[src/rtl/dac_channel_scheduler.sv]
// Round-robin scheduler that coalesces per-channel DAC writes and hands one
// 32-bit PMOD DA4 command frame at a time to the SPI frame shifter.
module dac_channel_scheduler #(
    parameter int unsigned NCH       = 8,
    parameter logic [31:0] INIT_WORD = 32'h08000001
) (
    input  logic              clk100mhz,
    input  logic              rst,
    input  logic              sched_en,
    input  logic [NCH-1:0]    req_valid,
    input  logic [NCH*12-1:0] req_data,
    output logic [NCH-1:0]    req_ack,
    output logic              frame_valid,
    output logic [31:0]       frame_data,
    input  logic              frame_ready,
    input  logic              frame_done,
    output logic              init_done,
    output logic              busy,
    output logic [15:0]       frames_sent
);

    localparam int CW = (NCH > 1) ? $clog2(NCH) : 1;

    typedef enum logic [2:0] {
        S_INIT_SEND,
        S_INIT_WAIT,
        S_IDLE,
        S_SEND,
        S_WAIT
    } state_t;

    state_t          state_q, state_d;
    logic [11:0]     value_q [NCH];
    logic [NCH-1:0]  pending_q;
    logic [NCH-1:0]  clear_mask;
    logic [CW-1:0]   last_grant_q;
    logic [CW-1:0]   grant_q;
    logic [CW-1:0]   pick_idx;
    logic            pick_found;
    logic            grant_fire;
    int              rr_idx;

    // Round-robin search: first pending channel after the last one served.
    // NOTE: every variable written here gets a default first, so no path
    // leaves it unassigned and no latch is inferred.
    always_comb begin
        pick_found = 1'b0;
        pick_idx   = '0;
        rr_idx     = 0;
        for (int k = 1; k <= int'(NCH); k++) begin
            rr_idx = (int'(last_grant_q) + k) % int'(NCH);
            if (!pick_found && pending_q[CW'(rr_idx)]) begin
                pick_found = 1'b1;
                pick_idx   = CW'(rr_idx);
            end
        end
    end

    always_comb begin
        state_d    = state_q;
        grant_fire = 1'b0;
        unique case (state_q)
            S_INIT_SEND: if (frame_valid && frame_ready) state_d = S_INIT_WAIT;
            S_INIT_WAIT: if (frame_done) state_d = S_IDLE;
            S_IDLE: begin
                if (sched_en && pick_found) begin
                    state_d    = S_SEND;
                    grant_fire = 1'b1;
                end
            end
            S_SEND:      if (frame_valid && frame_ready) state_d = S_WAIT;
            S_WAIT:      if (frame_done) state_d = S_IDLE;
            default:     state_d = S_INIT_SEND;
        endcase
    end

    assign clear_mask = grant_fire ? (NCH'(1) << pick_idx) : '0;

    // NOTE: sequential state uses non-blocking assignments only, so every
    // register sees the pre-edge value of every other register.
    always_ff @(posedge clk100mhz or negedge rst) begin
        if (!rst) begin
            state_q      <= S_INIT_SEND;
            pending_q    <= '0;
            last_grant_q <= CW'(NCH - 1);
            grant_q      <= '0;
            frame_valid  <= 1'b0;
            frame_data   <= '0;
            req_ack      <= '0;
            init_done    <= 1'b0;
            busy         <= 1'b0;
            frames_sent  <= '0;
        end else begin
            state_q     <= state_d;
            frame_valid <= (state_d == S_INIT_SEND) || (state_d == S_SEND);
            busy        <= (state_d != S_IDLE);
            req_ack     <= '0;
            // A new strobe on the granted channel re-arms it (set beats clear).
            pending_q   <= (pending_q & ~clear_mask) | req_valid;

            if (state_d == S_INIT_SEND) begin
                frame_data <= INIT_WORD;
            end else if (grant_fire) begin
                frame_data <= {8'h03, 4'(pick_idx), value_q[pick_idx], 8'h00};
                grant_q    <= pick_idx;
            end

            if (state_q == S_INIT_WAIT && frame_done) begin
                init_done <= 1'b1;
            end

            if (state_q == S_WAIT && frame_done) begin
                req_ack[grant_q] <= 1'b1;
                frames_sent      <= frames_sent + 16'd1;
                last_grant_q     <= grant_q;
            end
        end
    end

    // NOTE: value registers carry no reset; a value is only read once its
    // pending bit (which is reset) shows it was loaded.
    always_ff @(posedge clk100mhz) begin
        for (int i = 0; i < int'(NCH); i++) begin
            if (req_valid[i]) value_q[i] <= req_data[12*i +: 12];
        end
    end

endmodule

[config.mk]
export PLATFORM = sky130hd
export DESIGN_NAME = dac_channel_scheduler
export DESIGN_NICKNAME = d
export VERILOG_FILES = /design/src/rtl/dac_channel_scheduler.sv
export SDC_FILE = /design/constraint.sdc
export NUM_CORES = 1
export LEC_CHECK = 0
export BUFFER_PORTS_ARGS = -buffer_cell sky130_fd_sc_hd__buf_2
export CELL_PAD_IN_SITES_DETAIL_PLACEMENT = 0
export CELL_PAD_IN_SITES_GLOBAL_PLACEMENT = 1
export CORE_ASPECT_RATIO = 0.75
export CORE_MARGIN = 2
export CORE_UTILIZATION = 47
export CTS_CLUSTER_SIZE = 40
export DETAILED_ROUTE_END_ITERATION = 16
export PLACE_DENSITY_LB_ADDON = 0.1
export SETUP_SLACK_MARGIN = 0.1
export SLEW_MARGIN = 25
export SYNTH_ARGS = -nofsm -noshare
export SYNTH_HDL_FRONTEND = slang
export SYNTH_SLANG_ARGS = --single-unit
export TNS_END_PERCENT = 50
[constraint.sdc]
create_clock -name clk100mhz -period 7.3 [get_ports clk100mhz]
set_input_delay 1.46 -clock clk100mhz [delete_from_list [all_inputs] [get_ports clk100mhz]]
set_output_delay 1.46 -clock clk100mhz [all_outputs]
set_load 0.02 [all_outputs]
### After elaboration in Yosys (flattened, before gate mapping)

Memory sizes are Yosys's and may differ from the RTL's.
Cells that the tools add are included.

* register bits after elaboration: 76
* memory bits (writable): 96
* input bits: 109
* output and inout port bits: 59
* memories kept: 1

* $add $sub $neg: 9
* order comparisons: 10
* equality and inequality tests: 6
* shifts and indexed selects: 1
* mux-type cells: 69
* bitwise logic cells: 4
* reductions and logical operators: 25

Memories
* value_q: words 8, bits a word 12, read ports 1, clocked after Yosys merged registers in 0, write ports 8, RTL line 33 `logic [11:0] value_q [NCH];`

Operators by type and width (count)
* 32-bit two-way mux: 2
* 1-bit two-way mux: 43
* 3-bit by 5-bit < comparator with 1-bit output (second input constant): 8
* 3-bit two-way mux: 12
* 1-bit binary-select mux with 3-bit select: 8
* 16-bit by 1-bit adder with 16-bit output (second input constant): 1
* 8-bit two-way mux: 2
* 3-bit adder (second input constant): 4
* 1-bit logical AND: 12
* 3-bit case mux with 4 select lines: 1
* 3-bit by 2-bit == test with 1-bit output (second input constant): 3
* 8-bit bitwise AND: 1
* 8-bit NOT: 1
* 8-bit OR: 1
* 1-bit by 3-bit << shifter with 8-bit output (first input constant): 1
* 1-bit logical NOT: 7
* 3-bit by 1-bit adder with 3-bit output (second input constant): 2
* 3-bit by 2-bit adder with 3-bit output (second input constant): 2
* 3-bit logical NOT: 2
* 3-bit by 4-bit < comparator with 1-bit output (second input constant): 1
* 1-bit demux with 3-bit select: 1
* 3-bit by 1-bit == test with 1-bit output (second input constant): 1
* 3-bit == test (second input constant): 1
* 3-bit by 1-bit >= comparator with 1-bit output (second input constant): 1
* other kinds (6): 6

### Depth between registers and ports, before layout

Gate-level depths: netlist (run 1).

* depth after elaboration: 33
* mapped depth: 16
* mapped depth without buffers: 11

### Worst setup path before layout (run 1)

OpenSTA, ideal clock, no wires.

* kind: reg-to-reg
* from: reg last_grant_q[1]
* to: reg frame_data[14]
* arrival: 3546 ps
* required time: 7168 ps
* setup slack: 3622 ps
* cell stages (with the launch flop): 15
* buffers on the path: 3
* clock period less this slack: 3678 ps
* path through: dfstp_2 clkinv_1 clkbuf_1 ha_1 buf_2 mux4_2 mux2i_4 and2b_1 nand3_1 and3_4 nor2_4 buf_2 mux2_2 a22oi_1 o211ai_2

* cells in the longest elaborated chain, start to end: 31
* elaborated cells on any way between the ends: 72

RTL lines
* start, declared: RTL line 36 `logic [CW-1:0] last_grant_q;`
* start signal, assigned: RTL line 85 `last_grant_q <= CW'(NCH - 1);`
* start signal, assigned: RTL line 115 `last_grant_q <= grant_q;`
* 3-bit by 1-bit adder with 3-bit output: RTL line 51 `rr_idx = (int'(last_grant_q) + k) % int'(NCH);`
* 1-bit binary-select mux with 3-bit select: RTL line 52 `if (!pick_found && pending_q[CW'(rr_idx)]) begin`
* 1-bit two-way mux (implied by the code) (2 in series): RTL line 52
* 1-bit two-way mux: RTL line 52
* 1-bit logical NOT: RTL line 52
* 1-bit logical AND: RTL line 52
* 1-bit two-way mux: RTL line 52
* 1-bit logical NOT: RTL line 52
* (+14 left out)
* 1-bit logical NOT: RTL line 52
* 1-bit logical AND: RTL line 52
* 1-bit two-way mux: RTL line 52
* 1-bit logical AND: RTL line 66 `if (sched_en && pick_found) begin`
* 3-bit two-way mux: RTL line 66
* 3-bit case mux with 4 select lines: RTL line 62 `unique case (state_q)`
* 3-bit logical NOT: RTL line 101 `if (state_d == S_INIT_SEND) begin`
* 32-bit two-way mux / 2-bit nonzero test (equally long branches)
* end signal, assigned: RTL line 104 `frame_data <= {8'h03, 4'(pick_idx), value_q[pick_idx], 8'h00};`
* end, declared: RTL line 14 `output logic [31:0] frame_data,`

Several ways; a longest one is shown, not always the timed one. The select of a mux whose other input is x is not followed.
A chain may end at the register's enable or synchronous reset.

### Worst setup path in the final report (run 1)

* from: reg last_grant_q[1]
* to: reg frame_data[18]

The elaborated chain is that of the path after synthesis.

==> results of run 1 <==
## cell usage in the layout (no fill, tap or decap), types with 13 or more instances in the layout
cell / instances
nor2_1: 26
o21ai_0: 16
nand3_1: 15
buf_2: 154
edfxtp_1: 96
mux2i_1: 19
mux4_2: 20
mux2_2: 23
nand2_1: 40
dfrtp_1: 58
clkbuf_16: 17
conb_1: 13
## final timing paths
kind | start | endpoint | slack [ps] | cells past startpoint
hold reg to reg | frame_data[22] | frame_data[22] | 490 | 1
setup reg to reg | last_grant_q[1] | frame_data[18] | 2060 | 12
max in group asynchronous | rst | pending_q[1] | 5550 | 2
hold / removal | frame_data[22] | frame_data[22] | 490 | 1
min in group asynchronous | rst | req_ack[4] | 1220 | 2
setup / recovery | last_grant_q[1] | frame_data[18] | 2060 | 12
## registers in the layout, indices dropped and copies added, names as in the netlist
name and count:
grant_q 3, state_q 3, frame_valid 1, busy 1, req_ack 8, init_done 1
pending_q 8, frame_data 17, frames_sent 16, last_grant_q 3, value_q 96
## final cells by class
cell class                 count  area share (%)
sequential                   157           51.00
multi-input combinational    309           29.51
timing repair buffer         156           9.080
clock buffer                  18           4.960
tap                          205           2.964
clock inverter                14           2.039
inverter                       9          0.3904
antenna                        2         0.05784
## kinds of logic (layout without fill, tap and decap cells)
family,count (synthesis),in the layout,synth area share [%]
flip-flops,157,157,61.16
AND/OR/NAND/NOR,129,129,9.156
AO/OA/AOI/OAI,78,78,8.168
multiplexers,69,69,14.48
buffers and inverters,45,197,4.144
XOR/XNOR,17,17,2.324
adder cells (fa/ha/maj),3,3,0.5203
other,1,15,0.05197
## critical path, cell delays in order, from the launching register on
cell and delay (ps):
dfstp_2 670, clkinv_1 470, ha_1 790, mux4_2 440, mux2_4 330, nor3_4 210
nand4_1 160, and3_4 200, nor2_4 690, buf_4 410, mux2_2 380, a22oi_1 200
o211ai_2 140
## layer usage
| layer | GRT usage (%) | up-vias |
|---|---|---|
| li1 | - | 2171 |
| met1 | 34.83 | 2334 |
| met2 | 31.06 | 198 |
| met3 | 5.885 | 8 |
| met4 | 5.000 | 0 |
| met5 | 0 | - |
## power breakdown
group / switching, mW / internal, mW / total (mW) / leakage (nW)
clock network: 0.385 / 0.518 / 0.903 / 0.286
registers: 0.146 / 1.08 / 1.23 / 1.70
logic: 0.622 / 0.490 / 1.11 / 1.58
total: 1.15 / 2.09 / 3.24 / 3.56
==> results.yml, run 1 <==
clock_network:
  path_clk_slew_ps: 70
  post-cts-setup-buffers: 0
  cts_max_path_buffers: 2
  clock-root-buffer: "clkbuf_16"
  post_cts.resized_instances: 0
  tritoncts: "done"
  htree_levels: 4
  cts_made_buffers: 17
  cts_hold_buf: 0
  worstSkewPairLatency_ps: 420
  clock_sinks: 157
run:
  maxCapViolCount: 0
timing:
  clock.fmax_ghz: 0.1909
  finalSetupTns_ps: 0
  worst_slew_pin_slew_ps: 940.1
  finalHoldViolations: 0
  final.setup.worst_slack_ps: 2061
  finalSetupViolations: 0
  finalHoldWorstSlack_ps: 485.4
  final_period_minus_worst_setup_slack_ps: 5239
  maxSlewViolCount: 0
  fin_crit_sh_pct: 71.77
  grt_setup_unrepaired: "no"
  max_slew_margin_pct: 37.20
  finClkSkew_ps: 11.19
placed_design:
  detailed_place.area_mm2: 0.008043
  numPlacedInstances: 836
  gp_congestion: 0.9410
  place_worst_setup_slack_ps: 2098
  post-dp-hpwl_um: 12160
  portBuffers: 154
routing:
  routed-wl-met3_um: 1114
  m1WireLength_um: 8652
  detail_route.iter0.violations: 397
  drt_first_pass_iters: 5
  met2_wirelength_um: 7329
  num_vias: 4711
  route.top_layer_used: "met4"
  drcViolationCount: 0
  postRouteAntennaNets: 0
  avgViaCountPerCell: 5.415
  wl_um: 17210
  route.detailed.wl_per_inst_um: 19.78
logic_synthesis:
  syn_inst: 499
  asyncSetResetFlopFracSynth_pct: 38.85
  netlist.area_leader.share_pct: 39.95
  most_frequent_cell_after_synthesis: "edfxtp_1"
  top_cells_by_area_in_the_synthesized_netlist: "edfxtp_1, dfrtp_1, mux4_2"
  post_synth_edffs: 96
  synthFlopType: "edfxtp_1"
  synthesized_area_per_cell_um2: 14.46
  ys_warn_count: 0
  synth_common_cells: "edfxtp_1, dfrtp_1, nand2_1"
  mappedNetlistArea_mm2: 0.007216
  yosysSeqAreaShare_pct: 61.16
  synth-seq-cells: 157
  yosysTopAreaCell: "edfxtp_1"
  synth_cell_type_count: 72
die:
  dieArea_mm2: 0.01637
  initial_utilization_pct: 47.70
  vertical_die_dimension_um: 111.3
  ios: 168
  horizontal_die_dimension_um: 147.1
  rows: 39
  core_area_mm2: 0.01513
layout:
  multi_input_combinational_cell_area_mm2: 0.002554
  synthToLayoutAreaGrowth_pct: 19.92
  finish.instance_area_mm2: 0.008653
  fill_cell_count: 1213
  final_core_utilization_pct: 57.20
  finalNetCount: 762
  post_route_cells_drive_above_1_share_pct: 38.91
  layout.area.seq_mm2: 0.004413
  stdcell_count: 870
worst_setup_path:
  critical_path_peak_fanout: 26
  criticalPathCategory: "flip-flop to flip-flop"
  cp-start-kind: "flip-flop"
  crit_required_ps: 7580
  arrival_ps: 5520
  nature_of_the_critical_path_endpoint: "flip-flop"
worst_hold_path:
  holdCritPathClass: "flip-flop to flip-flop"
power_and_ir_drop:
  fin_total_pwr_mw: 3.241
  ir_drop_mv: 0.2115
  power.leakage_nw: 3.559
  cellPowerDensity_mw_per_mm2: 374.5
global_routing:
  grt_pass1_vias: 4823
  antenna_violations_before_repair: 2
  first_pass_grt_wire_length_um: 27330
  global_route.overflow_total: 0
  grt_start_max_net_pins: 62
  groute.usage.overall_pct: 22.19
status:
  run_status: "finished, final reports clean"
No activity file was read; power rests on OpenSTA's default activity.
==> inputs of run 2 (changes only) <==
--- a/config.mk
+++ b/config.mk
@@ -5,12 +5,13 @@
 export SDC_FILE = /design/constraint.sdc
 export NUM_CORES = 1
 export LEC_CHECK = 0
+export ABC_AREA = 1
 export BUFFER_PORTS_ARGS = -buffer_cell sky130_fd_sc_hd__buf_2
 export CELL_PAD_IN_SITES_DETAIL_PLACEMENT = 0
 export CELL_PAD_IN_SITES_GLOBAL_PLACEMENT = 1
 export CORE_ASPECT_RATIO = 0.75
 export CORE_MARGIN = 2
-export CORE_UTILIZATION = 47
+export CORE_UTILIZATION = 42
 export CTS_CLUSTER_SIZE = 40
 export DETAILED_ROUTE_END_ITERATION = 16
 export PLACE_DENSITY_LB_ADDON = 0.1
==> constraint.sdc (replaced) <==
create_clock -name clk100mhz -period 5.3 [get_ports clk100mhz]
set_input_delay 1.06 -clock clk100mhz [delete_from_list [all_inputs] [get_ports clk100mhz]]
set_output_delay 1.06 -clock clk100mhz [all_outputs]
set_load 0.02 [all_outputs]
==> results.yml, run 2 <==
status:
  run_status: "finished, final reports clean"
worst_setup_path:
  critical_path_peak_fanout: 23
  slowest_delay_ps: 660
  reg2reg_setup_slack_ps: 1400
  arrival_ps: 4220
  critPathSlowestCell: "dfstp_2"
  critPathBufInv: 4
  worst_r2r_path_depth: 18
  critical_path.reg2reg.startpoint: "last_grant_q[0]"
  worstReg2RegEnd: "frame_data[8]"
  cell_depth_of_the_worst_setup_path: 18
  criticalPathCategory: "flip-flop to flip-flop"
  endpoint: "frame_data[8]"
  cp-start-kind: "flip-flop"
  nature_of_the_critical_path_endpoint: "flip-flop"
  critical-path-top-delay-family: "simple AND/OR/NAND/NOR gates"
  timing.critical_path.cells: "inv_2 -> ha_1 -> inv_2 -> nand3_2 -> nand2_1 -> nand2_1 -> nand2_2 -> nand4_4 -> nor2_8 -> nand2_2 -> o21ai_2 -> inv_2 -> nand2_4 -> inv_4 -> nor2_8 -> nand4_4 -> nand3_1 -> nand2_1"
  crit_required_ps: 5620
  cp_startpoint: "last_grant_q[0]"
timing:
  final_period_minus_worst_setup_slack_ps: 3904
  clock.fmax_ghz: 0.2562
  worst_slew_pin_slew_ps: 880.1
  finalSetupViolations: 0
  grt_setup_unrepaired: "no"
  maxSlewViolCount: 0
  finalSetupTns_ps: 0
  finClkSkew_ps: 12.01
  fin_crit_sh_pct: 73.66
  max_slew_margin_pct: 41.32
  finalHoldViolations: 0
clock_network:
  cts_max_path_buffers: 2
  clock-root-buffer: "clkbuf_16"
  tritoncts: "done"
  cts_hold_buf: 0
  post-cts-setup-buffers: 0
  clock_sinks: 157
  path_clk_slew_ps: 70
  post_cts.resized_instances: 0
  worstSkewPairLatency_ps: 430
  htree_levels: 4
  cts_made_buffers: 17
global_routing:
  antenna_violations_before_repair: 0
  global_route.overflow_total: 0
  grt_start_max_net_pins: 57
  first_pass_grt_wire_length_um: 29210
  groute.usage.overall_pct: 19.69
  grt_pass1_vias: 5424
placed_design:
  post-dp-hpwl_um: 13250
  gp_congestion: 0.8363
  portBuffers: 154
logic_synthesis:
  ys_warn_count: 0
  netlist.area_leader.share_pct: 37.13
  synthFlopType: "edfxtp_1"
  synth_common_cells: "nand2_1, edfxtp_1, inv_1"
  most_frequent_cell_after_synthesis: "nand2_1"
  post_synth_edffs: 96
  syn_inst: 814
  synthesized_area_per_cell_um2: 9.539
  mappedNetlistArea_mm2: 0.007765
  asyncSetResetFlopFracSynth_pct: 38.85
  top_cells_by_area_in_the_synthesized_netlist: "edfxtp_1, dfrtp_1, nand2_1"
  synth_cell_type_count: 44
  yosysTopAreaCell: "edfxtp_1"
  synth-seq-cells: 157
  yosysSeqAreaShare_pct: 56.83
routing:
  detail_route.iter0.violations: 373
  postRouteAntennaNets: 0
  drt_first_pass_iters: 4
  num_vias: 5691
  wl_um: 18690
  route.detailed.wl_per_inst_um: 15.35
  avgViaCountPerCell: 4.676
  drcViolationCount: 0
die:
  vertical_die_dimension_um: 121.8
  horizontal_die_dimension_um: 161.0
  dieArea_mm2: 0.01960
  ios: 168
  core_area_mm2: 0.01829
  rows: 43
  initial_utilization_pct: 42.45
layout:
  synthToLayoutAreaGrowth_pct: 18.84
  regMostFlops: "value_q"
  largestRegisters: "value_q x96, frame_data x17, frames_sent x16"
  post_route_cells_drive_above_1_share_pct: 25.88
  mostFrequentLayoutCells: "nand2_1, buf_2, edfxtp_1"
  final_core_utilization_pct: 50.44
  finalNetCount: 1069
  largest_register_ffs: 96
  insertedDiodeCount: 0
  mostFrequentLayoutCell: "nand2_1"
power_and_ir_drop:
  power.leakage_nw: 4.685
  fin_total_pwr_mw: 6.813
  cellPowerDensity_mw_per_mm2: 738.3
  ir_drop_mv: 0.5929
worst_hold_path:
  holdCritPathClass: "input pin to asynchronous set/reset pin"
run:
  maxCapViolCount: 0
## run 2: changes by cell type after synthesis, sizes merged, moves of 14 or more
cell	change
mux4	-23
inv	+92
nand3b	+38
mux2i	-21
mux2	-24
buf	+14
nand3	+62
nand2	+262
## run 2: final cells by class
type,count,area (um^2)
fill,1772,9065
timing repair buffer,158,800.8
clock buffer,20,479.2
multi-input combinational,524,2718
clock inverter,12,133.9
tap,247,309.0
sequential,157,4413
inverter,99,374.1
## run 2: cell families after synthesis
logic type	share of synthesized area, %
XOR/XNOR	2.030
other	0.04829
flip-flops	56.83
adder cells (fa/ha/maj)	0.4835
AND/OR/NAND/NOR	29.28
AO/OA/AOI/OAI	2.433
multiplexers	0.1450
buffers and inverters	8.750
## run 2: worst reg2reg max path: stages, from the launching register on
cell and delay (ps):
dfstp_2 660, inv_2 180, ha_1 460, inv_2 190
nand3_2 160, nand2_1 90, nand2_1 60, nand2_2 130
nand4_4 140, nor2_8 160, nand2_2 60, o21ai_2 230
inv_2 80, nand2_4 230, inv_4 190, nor2_8 160
nand4_4 320, nand3_1 200, nand2_1 60
## run 2: through the flow
stage                     area (um^2)  hold WS (ps)  std cells  setup WS [ps]
after floorplan                  7810         462.0        826           2234
after global routing             9228         437.6       1217           1048
after CTS                        9228         427.2       1217           1403
after global placement           8615         453.2       1185           1498
after detailed placement         8615         456.8       1185           1427
final                            9228         443.7       1217           1396
## run 2: report_power, final
group | switching [mW] | leakage, nW | internal (mW)
combinational | 2.81 | 2.69 | 1.11
clock | 0.542 | 0.307 | 0.726
sequential | 0.131 | 1.69 | 1.49
total | 3.48 | 4.69 | 3.33
## run 2: per-layer routing
layer  vias to the layer above  share of wire [%]  routed length [um]  GRT usage (%)
met1                      2644                 52                9625          30.41
li1                       2868                  -                   -              -
met5                         -                  0                   0              0
met3                        15                5.6                1047          3.916
met4                         0                1.0                 191          5.804
met2                       164                 42                7823          27.92
## run 2: worst min-delay path by stage
stage                               start         endpoint  slack, ps  depth (start not counted)
final                                 rst       req_ack[6]        440                          1
after CTS                             rst       req_ack[7]        430                          1
after floorplan              pending_q[3]     pending_q[3]        460                          2
after detailed placement  frames_sent[15]  frames_sent[15]        460                          1
after global placement    frames_sent[15]  frames_sent[15]        450                          1
after global routing                  rst       req_ack[4]        440                          1
